### config.mk
export PLATFORM = sky130hd
export DESIGN_NAME = traffic_intersection_ctrl
export DESIGN_NICKNAME = d
export VERILOG_FILES = /design/src/rtl/traffic_intersection_ctrl.sv
export SDC_FILE = /design/constraint.sdc
export NUM_CORES = 1
export LEC_CHECK = 0
export BUFFER_PORTS_ARGS = -buffer_cell sky130_fd_sc_hd__buf_2
export CORE_MARGIN = 8
export CORE_UTILIZATION = 50
export DETAILED_ROUTE_END_ITERATION = 6
export GPL_TIMING_DRIVEN = 0
export HOLD_SLACK_MARGIN = 0.03
export PLACE_DENSITY = 0.74
export SKIP_LAST_GASP = 1
export SYNTH_ARGS = -nofsm -noshare
export SYNTH_HDL_FRONTEND = slang
export SYNTH_SLANG_ARGS = --single-unit
### constraint.sdc
create_clock -name clk -period 1.8 [get_ports clk]
set_clock_uncertainty 0.2 [all_clocks]
set_input_delay 0.36 -clock clk [delete_from_list [all_inputs] [get_ports clk]]
set_output_delay 0.36 -clock clk [all_outputs]
set_load 0.05 [all_outputs]
### src/rtl/traffic_intersection_ctrl.sv
// Two-approach (NS/EW) intersection controller: timed phase sequence with all-red
// clearance, a latched pedestrian walk request and a flashing maintenance mode.
module traffic_intersection_ctrl #(
    parameter int TIMER_W  = 8,
    parameter int GREEN_T  = 8,
    parameter int YELLOW_T = 3,
    parameter int ALLRED_T = 2,
    parameter int WALK_T   = 5
) (
    input  logic       clk,
    input  logic       reset,
    input  logic       tick,
    input  logic       ped_req,
    input  logic       flash_mode,
    output logic [2:0] ns_lights,
    output logic [2:0] ew_lights,
    output logic       walk,
    output logic [3:0] phase_o
);

    typedef enum logic [3:0] {
        NS_G  = 4'd0,
        NS_Y  = 4'd1,
        AR1   = 4'd2,
        EW_G  = 4'd3,
        EW_Y  = 4'd4,
        AR2   = 4'd5,
        WALK1 = 4'd6,
        WALK2 = 4'd7,
        FLASH = 4'd8
    } phase_e;

    localparam logic [TIMER_W-1:0] GREEN_LD  = TIMER_W'(GREEN_T - 1);
    localparam logic [TIMER_W-1:0] YELLOW_LD = TIMER_W'(YELLOW_T - 1);
    localparam logic [TIMER_W-1:0] ALLRED_LD = TIMER_W'(ALLRED_T - 1);
    localparam logic [TIMER_W-1:0] WALK_LD   = TIMER_W'(WALK_T - 1);

    localparam logic [2:0] LAMP_R   = 3'b100;
    localparam logic [2:0] LAMP_Y   = 3'b010;
    localparam logic [2:0] LAMP_G   = 3'b001;
    localparam logic [2:0] LAMP_OFF = 3'b000;

    phase_e               state_q, state_d;
    logic [TIMER_W-1:0]   timer_q, timer_d;
    logic                 ped_pending_q, ped_pending_d;
    logic                 flash_phase_q, flash_phase_d;
    logic                 walk_entry;

    function automatic logic [TIMER_W-1:0] load_val(input phase_e p);
        case (p)
            NS_G, EW_G:   return GREEN_LD;
            NS_Y, EW_Y:   return YELLOW_LD;
            WALK1, WALK2: return WALK_LD;
            default:      return ALLRED_LD;
        endcase
    endfunction

    always_ff @(posedge clk or posedge reset) begin
        if (reset) begin
            state_q       <= AR2;
            timer_q       <= ALLRED_LD;
            ped_pending_q <= 1'b0;
            flash_phase_q <= 1'b1;
        end else begin
            state_q       <= state_d;
            timer_q       <= timer_d;
            ped_pending_q <= ped_pending_d;
            flash_phase_q <= flash_phase_d;
        end
    end

    always_comb begin
        state_d       = state_q;
        timer_d       = timer_q;
        flash_phase_d = flash_phase_q;
        walk_entry    = 1'b0;
        if (tick) begin
            if (state_q == FLASH) begin
                flash_phase_d = ~flash_phase_q;
                if (!flash_mode) begin
                    state_d = AR2;
                    timer_d = ALLRED_LD;
                end
            end else if (timer_q != '0) begin
                timer_d = timer_q - 1'b1;
            end else begin
                case (state_q)
                    NS_G:    state_d = NS_Y;
                    NS_Y:    state_d = AR1;
                    EW_G:    state_d = EW_Y;
                    EW_Y:    state_d = AR2;
                    WALK1:   state_d = EW_G;
                    WALK2:   state_d = NS_G;
                    AR1:     state_d = flash_mode ? FLASH : (ped_pending_q ? WALK1 : EW_G);
                    AR2:     state_d = flash_mode ? FLASH : (ped_pending_q ? WALK2 : NS_G);
                    default: state_d = AR2;
                endcase
                timer_d       = load_val(state_d);
                // Only observed inside FLASH, so preloading it on every transition is harmless.
                flash_phase_d = 1'b1;
                walk_entry    = (state_d == WALK1) || (state_d == WALK2);
            end
        end
        // A request arriving on the walk-entry cycle wins over the clear.
        ped_pending_d = ped_req | (ped_pending_q & ~walk_entry);
    end

    always_comb begin
        ns_lights = LAMP_R;
        ew_lights = LAMP_R;
        walk      = 1'b0;
        case (state_q)
            NS_G:         ns_lights = LAMP_G;
            NS_Y:         ns_lights = LAMP_Y;
            EW_G:         ew_lights = LAMP_G;
            EW_Y:         ew_lights = LAMP_Y;
            WALK1, WALK2: walk = 1'b1;
            FLASH: begin
                ns_lights = flash_phase_q ? LAMP_Y : LAMP_OFF;
                ew_lights = flash_phase_q ? LAMP_R : LAMP_OFF;
            end
            default: ;
        endcase
    end

    assign phase_o = state_q;

endmodule

==> impl_metrics.toml, run 1 <==
[place]
place_inst = 168
dp_hpwl_um = 2020
place.gp.congestion = 0.8473
placed_cell_area_sq_mm = 0.001341
io_buffers = 15

[cts]
cts_tree = "built"
cts.sinks = 14
clk_latency_ns = 0.29
cts-root-buf = "clkbuf_4"
numCtsBuffers = 3
cts_max_path_buffers = 2
clk_transition_reported_paths_ns = 0.09
htree_levels = 1

[layout]
antenna_cells = 0
final_cell_count_no_fill = 199
n_fill_cell = 97
nets = 179
seq_area_sq_um = 359.1
design_area_sq_mm = 0.001863
multi_input_area_sq_um = 894.6
final_layout_size_suffix_gt1_share_pct = 58.48
area_delta_synth_final_pct = 69.40

[synth]
avgSynthCellArea_sq_um = 8.798
synth.cells.most_frequent = "dfrtp_1 (10), inv_1 (10), nor2_1 (9)"
ys_warn_count = 0
synth_top_area_cell = "dfrtp_1"
netlist_area_sq_mm = 0.001100
yosysUniqueCellTypes = 46
synth_edf_count = 0
ys_seq_area_share_pct = 32.31
synth_top_cell_area_share_pct = 22.75
synth_fp_nets = 132
ys_ff_latch = 14
synthFlopType = "dfrtp_1"
ys_top_cells_by_area = "dfrtp_1 (23%), dfstp_2 (9.6%), a21oi_1 (3.6%), a211oi_1 (3.4%), inv_1 (3.4%)"
synthCells = 125
async_flop_share_pct = 100.0

[global_route]
antenna_found_initial = 0
grt_pass1_vias = 1259
grt_first_pass_wirelength_um = 6251
overflow = 0
grt_max_degree = 15
track_usage_pct = 19.40

[critical_path]
cp-endpoint = "timer_q[1]"
path_max_fanout = 4
start_kind = "flip-flop"
reg2reg_from = "phase_o[0]"
crit_path_start = "phase_o[0]"
end_kind = "flip-flop"
worstSetupPathType = "reg2reg"
crit-reg2reg-capture = "timer_q[1]"
cp.arrival_ns = 2.17
r2r_setup_slack_ns = -0.39
reg2reg_depth = 6
required_ns = 1.78

[pwr]
combPwrFrac_pct = 74.9
power_switching_share_pct = 49.20
pwr-share-clk_pct = 6.3
p_seq_share_pct = 18.9
ir_worst_vdd_uv = 1434
power-per-cell-area_mw_per_mm2 = 1981
net-switching-power_w = 0.001816
total_power_w = 0.003690
power.internal_w = 0.001875
leakagePower_nw = 0.7383

[timing]
worst_pin_slew_ns = 0.5254
fin_ws_ns = -0.3930
final-setup-viol-count = 21
min_period_ns = 2.193
fmax_mhz = 456.0
rsz0062_at_grt = "true"
relSlewSlack_pct = 64.94
finalMaxSlewViolations = 0
min_period_over_period_pct = 121.8
report.final.hold_viol_count = 0
hold_ws_ns = 0.05280

[detailed_routing]
first_pass_iters = 7
avgRoutedWirePerCell_um = 21.02
final_antenna_net_count = 0
drt_first_iter_violations = 109
wirelength_um = 4183
via_per_inst = 6.528
route.detailed.drc = 0
dr_total_vias = 1299

[floorplan]
dieArea_sq_mm = 0.003956
die_w_um = 62.90
dieHeight_um = 62.90
rows = 17
coreArea_sq_mm = 0.002148
start_util_pct = 51.19
ios = 16

[min_path]
hp-class = "in2reg"

[run_status]
violations = "setup timing"
status = "finished, violations left"

[flow_run]
drv_cap = 0
[kinds of logic after synthesis]
group,count (synthesis),synth area share [%]
AND/OR/NAND/NOR,51,29.46
AO/OA/AOI/OAI,36,23.55
buffers and inverters,16,6.371
flip-flops,14,32.31
XOR/XNOR,3,2.390
multiplexers,3,3.641
adder cells (fa/ha/maj),2,2.275
[layer usage]
metal | vias up | wire [um] | track usage [%]
met1 | 631 | 1554 | 22.60
met4 | 0 | 119 | 8.262
met3 | 19 | 368 | 5.556
met2 | 87 | 2141 | 32.14
li1 | 562 | - | -
met5 | - | 0 | 0
[flip-flops by register name (all words and copies together), names as in the netlist]
signal	cells
timer_q	8
phase_o	4
flash_phase_q	1
ped_pending_q	1
[worst min-delay path by stage]
| stage | from | to | slack, ns | cells past startpoint |
|---|---|---|---|---|
| 5_1_grt | ped_req | ped_pending_q | 0.06 | 2 |
| 2_1_floorplan | reset | ped_pending_q | 0.05 | 1 |
| 3_5_place_dp | reset | timer_q[3] | 0.22 | 2 |
| 4_1_cts | ped_req | ped_pending_q | 0.06 | 2 |
| 6_report | ped_req | ped_pending_q | 0.05 | 2 |
| 3_3_place_gp | reset | timer_q[3] | 0.22 | 2 |
[critical path: stages, from the launching register on]
cell	delay (ns)
dfstp_2	0.40
buf_4	0.15
buf_16	0.12
and4bb_2	0.23
o31a_1	0.34
or3_1	0.40
a22o_1	0.25
[final cells by class]
cell class,instances,share of cell area [%]
flip-flops and latches,14,19.27
clock buffers,4,1.948
repair buffers,42,21.76
multi-input cells,95,48.02
plain buffers,6,4.701
inverters,10,2.418
well taps,28,1.880
[power by group through the flow]
stage	clock network, W	logic, W	registers (W)
after global placement	0	0.00166	0.000649
after detailed placement	0	0.00170	0.000662
after floorplan	0	0.00126	0.000758
after CTS	0.000229	0.00242	0.000676
after global routing	0.000245	0.00287	0.000710
final	0.000231	0.00276	0.000696
[stage by stage]
stage                     TNS, ns  util [%]  setup slack (ns)
final                      -5.457     86.72           -0.3930
after global routing       -6.198     86.72           -0.4255
after CTS                  -4.292     82.64           -0.3193
after detailed placement   -3.436     62.43           -0.3627
after global placement     -3.450     62.43           -0.4053
after floorplan            -3.055         -           -0.3750
[timing repair]
item,in CTS,in global routing
pin swaps,20,4
resized for setup,48,13
hold buffers,1,0
hold endpoints to repair,10,0
setup buffers,21,4
setup endpoints to repair,21,22
cloned,1,0
[placed cells by master (no fill, tap or decap), drive strengths merged, types with 2 or more instances in the layout]
cell / count
a211oi: 5
a22o: 3
and2: 2
o311ai: 2
or3: 3
nand3b: 2
clkbuf: 7
mux2: 2
o211ai: 3
xor2: 3
dfstp: 4
nand2: 7
dfrtp: 10
nor3b: 2
a211o: 2
ha: 2
nor2: 9
inv: 8
o2111ai: 2
a21oi: 9
clkinvlp: 2
buf: 44
nand2b: 4
nor3: 5
and3: 2
or4: 4
o21ai: 6
or3b: 2
nand3: 3
(Power assumes the default switching activity.)
==> inputs of run 2 (changes only) <==
ABC_AREA = 1   (was default)
CORE_UTILIZATION = 49   (was 50)
==> run 2 against run 1 <==
Compared with the run above:
- the run still ends with setup timing left
- synthesized cell count rose by 12%
- clock power rose by 3%
- via count fell by 8.4%
- utilization rose by 0.39 points
- sequential share of layout area rose by 2.5 points
- non-clock buffer count fell by 5
- first-iteration DRC count fell by 46%
- global-route usage fell by 1.5 points
- cell area fell by 10%
- routed wire length fell by 9.1%
- combinational power barely moved
- cell count rose by 7.0%
- critical path type unchanged
- largest cell class unchanged
- largest power group unchanged
==> impl_metrics.toml, run 2 <==
[run_status]
status = "finished, violations left"
violations = "setup timing"

[cts]
cts_tree = "built"
clk_transition_reported_paths_ns = 0.10
cts-root-buf = "clkbuf_4"
numCtsBuffers = 3
clk_latency_ns = 0.29
cts.sinks = 14
htree_levels = 1
cts_max_path_buffers = 2

[place]
place_inst = 182
placed_cell_area_sq_mm = 0.001177
dp_hpwl_um = 1823
io_buffers = 15
place.gp.congestion = 0.8921

[timing]
rsz0062_at_grt = "true"
finalSetupTns_ns = -4.243
min_period_ns = 2.216
worst_pin_slew_ns = 0.5422
relSlewSlack_pct = 63.82
fmax_mhz = 451.2
report.final.hold_viol_count = 0
final-setup-viol-count = 22
fin_ws_ns = -0.4164
min_period_over_period_pct = 123.1
hold_ws_ns = 0.06850
finalMaxSlewViolations = 0

[layout]
nets = 194
seq_area_sq_um = 365.4
layout_commonest_cell = "nand2_1"
n_fill_cell = 106
antenna_cells = 0
largest_register = "timer_q"
final_cell_count_no_fill = 213
area_delta_synth_final_pct = 71.32
multi_input_area_sq_um = 737.0
design_area_sq_mm = 0.001674
final_cell_mix = "nand2_1 (19), buf_4 (18), inv_1 (14)"
largest_register_ffs = 8
final_layout_size_suffix_gt1_share_pct = 54.84

[synth]
async_flop_share_pct = 100.0
synth.cells.most_frequent = "nand2_1 (29), nor2_1 (24), inv_1 (21)"
synthFlopType = "dfrtp_1"
yosysUniqueCellTypes = 26
synth_top_area_cell = "dfrtp_1"
synth_top_cell_area_share_pct = 25.61
ys_warn_count = 0
synth_fp_nets = 147
ys_seq_area_share_pct = 36.36
netlist_area_sq_um = 977.2
ys_top_cells_by_area = "dfrtp_1 (26%), nand2_1 (11%), dfstp_2 (11%), nor2_1 (9.2%), inv_1 (8.1%)"
ys_ff_latch = 14
synth_edf_count = 0
avgSynthCellArea_sq_um = 6.980
synthCells = 140
yosysMostFrequentCell = "nand2_1"

[floorplan]
start_util_pct = 50.85
dieArea_sq_mm = 0.003679
die_w_um = 60.66
dieHeight_um = 60.66
ios = 16
rows = 16
coreArea_sq_mm = 0.001922

[critical_path]
worst_path_most_repeated_cell = "nand2_1"
reg2reg_depth = 11
r2r_setup_slack_ns = -0.42
cp.arrival_ns = 2.19
cp_slowest_cell = "dfstp_4"
crit-reg2reg-capture = "timer_q[2]"
worstSetupPathType = "reg2reg"
path_max_fanout = 3
cp_cell_sequence = "inv_6 -> buf_4 -> buf_6 -> nor2_4 -> nand2_2 -> a21oi_1 -> nor2_2 -> nand2_1 -> nand4_1 -> nand2_1 -> nand2_1"
cpPeakStageDelay_ns = 0.66
end_kind = "flip-flop"
reg2reg_from = "phase_o[0]"
required_ns = 1.77
start_kind = "flip-flop"

[min_path]
min_to = "ped_pending_q"
holdPathStages = 2
hp-class = "in2reg"
hold_start = "ped_req"

[global_route]
overflow = 0
grt_pass1_vias = 1086
grt_first_pass_wirelength_um = 4981
track_usage_pct = 17.89
antenna_found_initial = 0
grt_max_degree = 15

[pwr]
leakagePower_nw = 0.7755
pwr-share-clk_pct = 6.5
net-switching-power_w = 0.001969
power.internal_w = 0.001706
ir_worst_vdd_uv = 1994
combPwrFrac_pct = 75.7
p_seq_share_pct = 17.9
power-per-cell-area_mw_per_mm2 = 2196
power_switching_share_pct = 53.57

[detailed_routing]
route.detailed.drc = 0
first_pass_iters = 5
dr_total_vias = 1190
via_per_inst = 5.587
avgRoutedWirePerCell_um = 17.85
wirelength_um = 3803
drt_first_iter_violations = 59
final_antenna_net_count = 0

[flow_run]
drv_cap = 0
## run 2: cell type report
cell class                 instances  share of cell area (%)
multi-input combinational        101                   44.02
timing repair buffer              42                   23.02
sequential                        14                   21.82
inverter                          24                   6.278
clock buffer                       4                   2.167
tap                               27                   2.018
buffer                             1                  0.6726
## run 2: worst max path at each step
stage	startpoint	to	slack, ns	depth (start not counted)
2_1_floorplan	phase_o[0]	ew_lights[2]	-0.29	4
3_3_place_gp	phase_o[0]	ew_lights[2]	-0.40	8
3_5_place_dp	phase_o[0]	ew_lights[2]	-0.41	8
4_1_cts	phase_o[0]	ew_lights[2]	-0.36	8
5_1_grt	phase_o[0]	timer_q[2]	-0.47	11
6_report	phase_o[0]	timer_q[2]	-0.42	11
## run 2: repair_timing
item,CTS,global route
pin swaps,13,11
endpoints found under the setup margin,16,23
setup buffers,15,10
hold endpoints to repair,10,0
hold buffers,1,0
gates resized for setup,40,36
cloned,1,0
## run 2: cells by family (layout without fill, tap and decap cells)
| group | Yosys count | after routing | share of synthesized area [%] |
|---|---|---|---|
| adders and majority gates | 2 | 2 | 2.560 |
| DFF | 14 | 14 | 36.36 |
| and+or+nand+nor | 73 | 73 | 33.42 |
| xor gates and xnor gates | 5 | 5 | 4.481 |
| buffers and inverters | 25 | 71 | 10.37 |
| AOI/OAI and AO/OA | 21 | 21 | 12.81 |
## run 2: metal layers
metal	up-vias	share of wire (%)	GRT usage, %
met5	-	0	0
met4	0	6.0	5.316
met3	28	5.9	4.025
met2	70	52	32.28
met1	550	37	20.30
li1	542	-	-
## run 2: through the flow
| step | util, % | total power (W) | setup WS [ns] |
|---|---|---|---|
| after floorplan | - | 0.002082 | -0.2871 |
| after global placement | 61.26 | 0.002381 | -0.3959 |
| after detailed placement | 61.26 | 0.002400 | -0.4102 |
| after CTS | 77.80 | 0.003137 | -0.3602 |
| after global routing | 87.11 | 0.003829 | -0.4705 |
| final | 87.11 | 0.003676 | -0.4164 |
## run 2: power by group through the flow
stage	logic (W)	clock network (W)	registers (W)
floorplan	0.00130	0	0.000787
global placement	0.00173	0	0.000648
detailed placement	0.00175	0	0.000653
CTS	0.00226	0.000235	0.000640
global route	0.00290	0.000258	0.000667
finish	0.00278	0.000238	0.000657
## run 2: worst max-delay path: cells and delay by family (launching register included)
family	cells	cell delay (ns)
AO/OA/AOI/OAI	1	0.27
buffers and inverters	3	0.30
flip-flops	1	0.66
AND/OR/NAND/NOR	7	0.67
